`src/rtl/decode_stage.sv`:
```
// RV32I decode stage: valid/ready pipeline register, 32x32 register file, control decode.
// Optional macro WB_BYPASS_EN forwards same-cycle writeback data onto operand reads.
module decode_stage #(
    parameter int unsigned XLEN  = 32,
    parameter int unsigned NREGS = 32
) (
    input  logic            clk,
    input  logic            reset,
    input  logic            if_valid,
    output logic            if_ready,
    input  logic [XLEN-1:0] if_pc,
    input  logic [31:0]     if_instr,
    input  logic            flush,
    input  logic            wb_en,
    input  logic [4:0]      wb_rd,
    input  logic [XLEN-1:0] wb_data,
    output logic            id_valid,
    input  logic            id_ready,
    output logic [XLEN-1:0] id_pc,
    output logic [XLEN-1:0] id_rs1_val,
    output logic [XLEN-1:0] id_rs2_val,
    output logic [XLEN-1:0] id_imm,
    output logic [4:0]      id_rd,
    output logic [3:0]      id_alu_op,
    output logic            id_use_imm,
    output logic            id_reg_write,
    output logic            id_illegal
);

    typedef enum logic [3:0] {
        ALU_ADD = 4'd0, ALU_SUB, ALU_SLL, ALU_SLT, ALU_SLTU, ALU_XOR,
        ALU_SRL, ALU_SRA, ALU_OR, ALU_AND, ALU_PASSB
    } alu_op_e;

    localparam logic [6:0] OPC_OP_IMM = 7'b0010011;
    localparam logic [6:0] OPC_OP     = 7'b0110011;
    localparam logic [6:0] OPC_LUI    = 7'b0110111;
    localparam logic [6:0] F7_ZERO    = 7'b0000000;
    localparam logic [6:0] F7_ALT     = 7'b0100000;

    logic [6:0] opcode, funct7;
    logic [2:0] funct3;
    logic [4:0] rd, rs1, rs2;

    assign opcode = if_instr[6:0];
    assign rd     = if_instr[11:7];
    assign funct3 = if_instr[14:12];
    assign rs1    = if_instr[19:15];
    assign rs2    = if_instr[24:20];
    assign funct7 = if_instr[31:25];

    logic [XLEN-1:0] regs_q [NREGS];
    logic [XLEN-1:0] regs_d [NREGS];

    logic            id_valid_q, id_valid_d;
    logic [XLEN-1:0] id_pc_q, id_pc_d;
    logic [XLEN-1:0] id_rs1_val_q, id_rs1_val_d;
    logic [XLEN-1:0] id_rs2_val_q, id_rs2_val_d;
    logic [XLEN-1:0] id_imm_q, id_imm_d;
    logic [4:0]      id_rd_q, id_rd_d;
    alu_op_e         id_alu_op_q, id_alu_op_d;
    logic            id_use_imm_q, id_use_imm_d;
    logic            id_reg_write_q, id_reg_write_d;
    logic            id_illegal_q, id_illegal_d;

    alu_op_e         dec_alu_op;
    logic [XLEN-1:0] dec_imm;
    logic            dec_use_imm, dec_legal, dec_nop;
    logic [XLEN-1:0] rs1_val, rs2_val;
    logic            xfer;

    always_comb begin
        dec_alu_op  = ALU_ADD;
        dec_imm     = '0;
        dec_use_imm = 1'b0;
        dec_legal   = 1'b0;
        dec_nop     = (if_instr == 32'h0);
        case (opcode)
            OPC_OP_IMM: begin
                dec_use_imm = 1'b1;
                dec_legal   = 1'b1;
                dec_imm     = XLEN'($signed(if_instr[31:20]));
                case (funct3)
                    3'b000: dec_alu_op = ALU_ADD;
                    3'b010: dec_alu_op = ALU_SLT;
                    3'b011: dec_alu_op = ALU_SLTU;
                    3'b100: dec_alu_op = ALU_XOR;
                    3'b110: dec_alu_op = ALU_OR;
                    3'b111: dec_alu_op = ALU_AND;
                    3'b001: begin
                        dec_alu_op = ALU_SLL;
                        dec_imm    = XLEN'(rs2);
                        dec_legal  = (funct7 == F7_ZERO);
                    end
                    default: begin
                        dec_alu_op = funct7[5] ? ALU_SRA : ALU_SRL;
                        dec_imm    = XLEN'(rs2);
                        dec_legal  = (funct7 == F7_ZERO) || (funct7 == F7_ALT);
                    end
                endcase
            end
            OPC_OP: begin
                if (funct7 == F7_ZERO) begin
                    dec_legal = 1'b1;
                    case (funct3)
                        3'b000:  dec_alu_op = ALU_ADD;
                        3'b001:  dec_alu_op = ALU_SLL;
                        3'b010:  dec_alu_op = ALU_SLT;
                        3'b011:  dec_alu_op = ALU_SLTU;
                        3'b100:  dec_alu_op = ALU_XOR;
                        3'b101:  dec_alu_op = ALU_SRL;
                        3'b110:  dec_alu_op = ALU_OR;
                        default: dec_alu_op = ALU_AND;
                    endcase
                end else if (funct7 == F7_ALT && funct3 == 3'b000) begin
                    dec_legal  = 1'b1;
                    dec_alu_op = ALU_SUB;
                end else if (funct7 == F7_ALT && funct3 == 3'b101) begin
                    dec_legal  = 1'b1;
                    dec_alu_op = ALU_SRA;
                end
            end
            OPC_LUI: begin
                dec_legal   = 1'b1;
                dec_use_imm = 1'b1;
                dec_alu_op  = ALU_PASSB;
                dec_imm     = XLEN'($signed({if_instr[31:12], 12'h000}));
            end
            default: dec_legal = 1'b0;
        endcase
    end

    // Reads see the pre-write register value unless same-cycle forwarding is built in.
    always_comb begin
        rs1_val = (rs1 == 5'd0) ? '0 : regs_q[rs1];
        rs2_val = (rs2 == 5'd0) ? '0 : regs_q[rs2];
`ifdef WB_BYPASS_EN
        if (wb_en && wb_rd == rs1 && rs1 != 5'd0) rs1_val = wb_data;
        if (wb_en && wb_rd == rs2 && rs2 != 5'd0) rs2_val = wb_data;
`else
`endif
    end

    always_comb begin
        regs_d = regs_q;
        if (wb_en && wb_rd != 5'd0) regs_d[wb_rd] = wb_data;
    end

    assign if_ready = !id_valid_q || id_ready;
    assign xfer     = if_valid && if_ready;

    always_comb begin
        id_valid_d     = id_valid_q;
        id_pc_d        = id_pc_q;
        id_rs1_val_d   = id_rs1_val_q;
        id_rs2_val_d   = id_rs2_val_q;
        id_imm_d       = id_imm_q;
        id_rd_d        = id_rd_q;
        id_alu_op_d    = id_alu_op_q;
        id_use_imm_d   = id_use_imm_q;
        id_reg_write_d = id_reg_write_q;
        id_illegal_d   = id_illegal_q;
        if (flush) begin
            id_valid_d = 1'b0;
        end else if (xfer) begin
            id_valid_d     = 1'b1;
            id_pc_d        = if_pc;
            id_rs1_val_d   = rs1_val;
            id_rs2_val_d   = rs2_val;
            id_imm_d       = dec_imm;
            id_rd_d        = rd;
            id_alu_op_d    = dec_alu_op;
            id_use_imm_d   = dec_use_imm;
            id_reg_write_d = dec_legal && (rd != 5'd0);
            id_illegal_d   = !dec_legal && !dec_nop;
        end else if (id_ready) begin
            id_valid_d = 1'b0;
        end
    end

    always_ff @(posedge clk or posedge reset) begin
        if (reset) begin
            for (int unsigned i = 0; i < NREGS; i++) regs_q[i] <= '0;
            id_valid_q     <= 1'b0;
            id_pc_q        <= '0;
            id_rs1_val_q   <= '0;
            id_rs2_val_q   <= '0;
            id_imm_q       <= '0;
            id_rd_q        <= '0;
            id_alu_op_q    <= ALU_ADD;
            id_use_imm_q   <= 1'b0;
            id_reg_write_q <= 1'b0;
            id_illegal_q   <= 1'b0;
        end else begin
            regs_q         <= regs_d;
            id_valid_q     <= id_valid_d;
            id_pc_q        <= id_pc_d;
            id_rs1_val_q   <= id_rs1_val_d;
            id_rs2_val_q   <= id_rs2_val_d;
            id_imm_q       <= id_imm_d;
            id_rd_q        <= id_rd_d;
            id_alu_op_q    <= id_alu_op_d;
            id_use_imm_q   <= id_use_imm_d;
            id_reg_write_q <= id_reg_write_d;
            id_illegal_q   <= id_illegal_d;
        end
    end

    assign id_valid     = id_valid_q;
    assign id_pc        = id_pc_q;
    assign id_rs1_val   = id_rs1_val_q;
    assign id_rs2_val   = id_rs2_val_q;
    assign id_imm       = id_imm_q;
    assign id_rd        = id_rd_q;
    assign id_alu_op    = id_alu_op_q;
    assign id_use_imm   = id_use_imm_q;
    assign id_reg_write = id_reg_write_q;
    assign id_illegal   = id_illegal_q;

endmodule

```
`config.mk`:
```
export PLATFORM = sky130hd
export DESIGN_NAME = decode_stage
export DESIGN_NICKNAME = d
export VERILOG_FILES = /design/src/rtl/decode_stage.sv
export SDC_FILE = /design/constraint.sdc
export NUM_CORES = 2
export LEC_CHECK = 0
export BUFFER_PORTS_ARGS = -buffer_cell sky130_fd_sc_hd__buf_2
export CAP_MARGIN = 20
export CORE_MARGIN = 4
export CORE_UTILIZATION = 55
export DETAILED_ROUTE_END_ITERATION = 16
export PLACE_DENSITY = 0.8
export SLEW_MARGIN = 20
export SYNTH_ARGS = -nofsm -noshare
export SYNTH_HDL_FRONTEND = slang
export SYNTH_SLANG_ARGS = --single-unit
```
`constraint.sdc`:
```
create_clock -name clk -period 43.3 [get_ports clk]
set_input_delay 2.165 -clock clk [delete_from_list [all_inputs] [get_ports clk]]
set_output_delay 2.165 -clock clk [all_outputs]
set_load 0.005 [all_outputs]
```
==> run metrics <==
slew margin rel. between 10% and 20%; P per Cell Area 47.08 nW/um^2; CTS max path bufs 3; TritonCTS Sinks 1,165; Via density 7.055; dpl hpwl 104.7 mm; fin util between 60% and 70%; die footprint 114,400 sq um; HP Class reg -> reg; Cell Chain, Critical Path buf_8 > buf_4 > buf_4 > buf_4 > mux4_2 > o22ai_1 > a211oi_1 > a22o_1; Peak VDD IR ~0.042 mV; depth of the worst register-to-register path 7; EDFF count, synth 0; final period utilization 13.36%; asr flop ratio synth between 90% and 100%; Core Footprint between 100,000 and 150,000 sq um; number of port buffers roughly 250; Setup Buffers After CTS 0; CP most frequent cell buf_4; routed vias between 40,000 and 50,000; Most used DFF post-synth dfrtp_1; CP Depth 8; Buf/Inv on CP 4; Setup crit end kind register; first-pass GRT wire length 275.2 mm; die width 338.2 um; Total GRT Usage 31.92%; Worst Tran Pin Value 1208 ps; FP Rows 120; slowest CP cell buf_4; CTS tree yes; Setup crit start kind input port; clk_skew between 20 and 30 ps; #FFs+latches synth 1,165; pin count of the biggest net entering global routing between 200 and 250; leakage power 29.58 nW; Fmax 172.9 MHz; CP delay by family, top buffers and inverters; setup TNS 0 ps; Routed Antenna Nets 0; max_cap viols 0; Die Ht 338.2 um; placed cell count ~5,500; WL per Instance 32.12 um; worst hold path depth 0; vias in the first global route 41,167; synth warn 0; H-Tree Depth 3; Clock Latency Late Sink about 720 ps; storage element area 29,150 sq um; fraction of layout instances using a drive strength above 1 46.54%; initial antenna violation count 19; post_cts resized 0; final hold vios 0; CTS Root Buffer Type clkbuf_16; Initial DRT Pass Iterations 8; crit path kind in -> reg; total CTS buffers 116; GRT Residual Overflow 0; Routability Congestion 0.8912; Ports 249; part of the Yosys area used for sequential elements around half; R2R Setup Slk ~40,000 ps; Non-Filler Instances 5,778; post-route DRC violation count 0; Tmin final 5785 ps; # nets final 4,371; # hold bufs at CTS 0; status finished, final reports clean; Synth Area per Inst 14.02 sq um; layout overhead on the synthesized area 10.21%; RSZ-0062 raised after global routing false; Gate Count Post-Synth approximately 4,300; drt total wl 185.6 mm; CP Max Fanout 67; Syn Nets 4,385; WP data required 43,890 ps; initial DRC count 4,872; Synth cell types 50; crit-path max cell delay 870 ps; Max Slew Vio Count 0; Worst-path clk slew 60 ps; # setup viols final 0; Layout fillers ~8,000; Initial Util 55.71%; footprint of the multi-input gates 28,950 sq um; mapped cell area roughly 60,000 sq um; Hold WS 400.4 ps; Critical Path AT 6370 ps
## layer usage
layer  GRT usage, %  share of wire (%)
met1          43.23                 38
met2          48.80                 45
met3          8.367                 11
met4          14.56                5.3
met5              0              0.032
## stage by stage
| step | area (sq um) | power [W] | worst slack (ps) |
|---|---|---|---|
| final | 66100 | 0.003112 | 37510 |
| after global routing | 66060 | 0.003226 | 37110 |
| after CTS | 66000 | 0.003108 | 37430 |
| after detailed placement | 61920 | 0.002036 | 36660 |
| after global placement | 61920 | 0.002002 | 36700 |
| after floorplan | 59970 | 0.001864 | 8321 |
## worst register-to-register path, stage by stage, from the launching register on
cell and delay, ps:
dfrtp_1 330, nor2b_1 250, inv_1 90, nand3b_1 90, buf_4 870, buf_4 830
nand2_1 170, o31ai_1 120
## where the power goes
group | switching, W | total (W) | internal [W] | leakage, nW
logic | 0.000246 | 0.000585 | 0.000339 | 12.7
clock network | 0.000440 | 0.00108 | 0.000637 | 2.01
registers | 0.000159 | 0.00145 | 0.00129 | 14.9
total | 0.000846 | 0.00311 | 0.00227 | 29.6
## cell usage after synthesis, types with 20 or more instances
master / number / share of area (%)
dfrtp_1: 1165 / 49
mux2_2: 1081 / 20
mux4_2: 354 / 13
mux2i_1: 349 / 5.8
nand2_1: 261 / 1.6
clkbuf_1: 253 / 1.6
buf_2: 133 / 1.1
a21oi_1: 73 / 0.61
a22oi_1: 62 / 0.78
o21ai_0: 57 / 0.48
a221oi_1: 56 / 0.82
buf_1: 53 / 0.33
nor2_1: 51 / 0.32
a22o_1: 39 / 0.57
a211oi_1: 36 / 0.45
o221ai_1: 31 / 0.45
o31ai_1: 31 / 0.39
buf_4: 20 / 0.25
o22ai_1: 20 / 0.21
## cell type report
cell class | instances | area share [%]
tap | 1403 | 2.656
timing repair buffer | 340 | 3.169
sequential | 1165 | 44.11
antenna | 15 | 0.05679
clock inverter | 51 | 1.068
inverter | 4 | 0.03407
multi-input combinational | 2637 | 43.81
clock buffer | 163 | 5.105
## worst paths after layout
check                                        endpoint                     from
max in group asynchronous     regs_q[313]$_DFFE_PP0P_                    reset
min reg2reg                   regs_q[992]$_DFFE_PP0P_  regs_q[992]$_DFFE_PP0P_
max reg2reg                id_rs1_val[24]$_DFFE_PP0P_     id_valid$_DFFE_PP0P_
min in group asynchronous      id_imm[25]$_DFFE_PP0P_                    reset
max                         id_rs2_val[8]$_DFFE_PP0P_             if_instr[20]
min                           regs_q[992]$_DFFE_PP0P_  regs_q[992]$_DFFE_PP0P_
## logic make-up after synthesis
kind of cell | count (synthesis) | synth area share [%]
mux | 1790 | 39.53
buf+inv | 476 | 3.545
compound gates | 453 | 5.462
xor+xnor | 2 | 0.02921
simple gates | 392 | 2.827
flops | 1165 | 48.61
## placed cells by master, fill, tap and decap left out, drive strengths merged, types with 9 or more instances in the layout
cell / instances
mux2i: 349
mux4: 354
a211oi: 36
clkbuf: 163
a221oi: 63
clkinv: 27
dfrtp: 1165
a22oi: 62
a22o: 39
bufinv: 16
o221ai: 31
nand2: 261
nor2: 51
mux2: 1087
o211ai: 17
o22ai: 20
o31ai: 31
o21ai: 59
nand4: 17
nor2b: 11
diode: 15
a41oi: 15
buf: 340
nand2b: 9
a21oi: 73
## registers in the layout, indices dropped and copies added, names as in the netlist
| signal | count |
|---|---|
| id_illegal | 1 |
| id_rs2_val | 32 |
| regs_q | 1024 |
| id_reg_write | 1 |
| id_imm | 32 |
| id_alu_op | 4 |
| id_valid | 1 |
| id_use_imm | 1 |
| id_rd | 5 |
| id_pc | 32 |
| id_rs1_val | 32 |
Note: power is estimated with default switching activity, not from simulation.
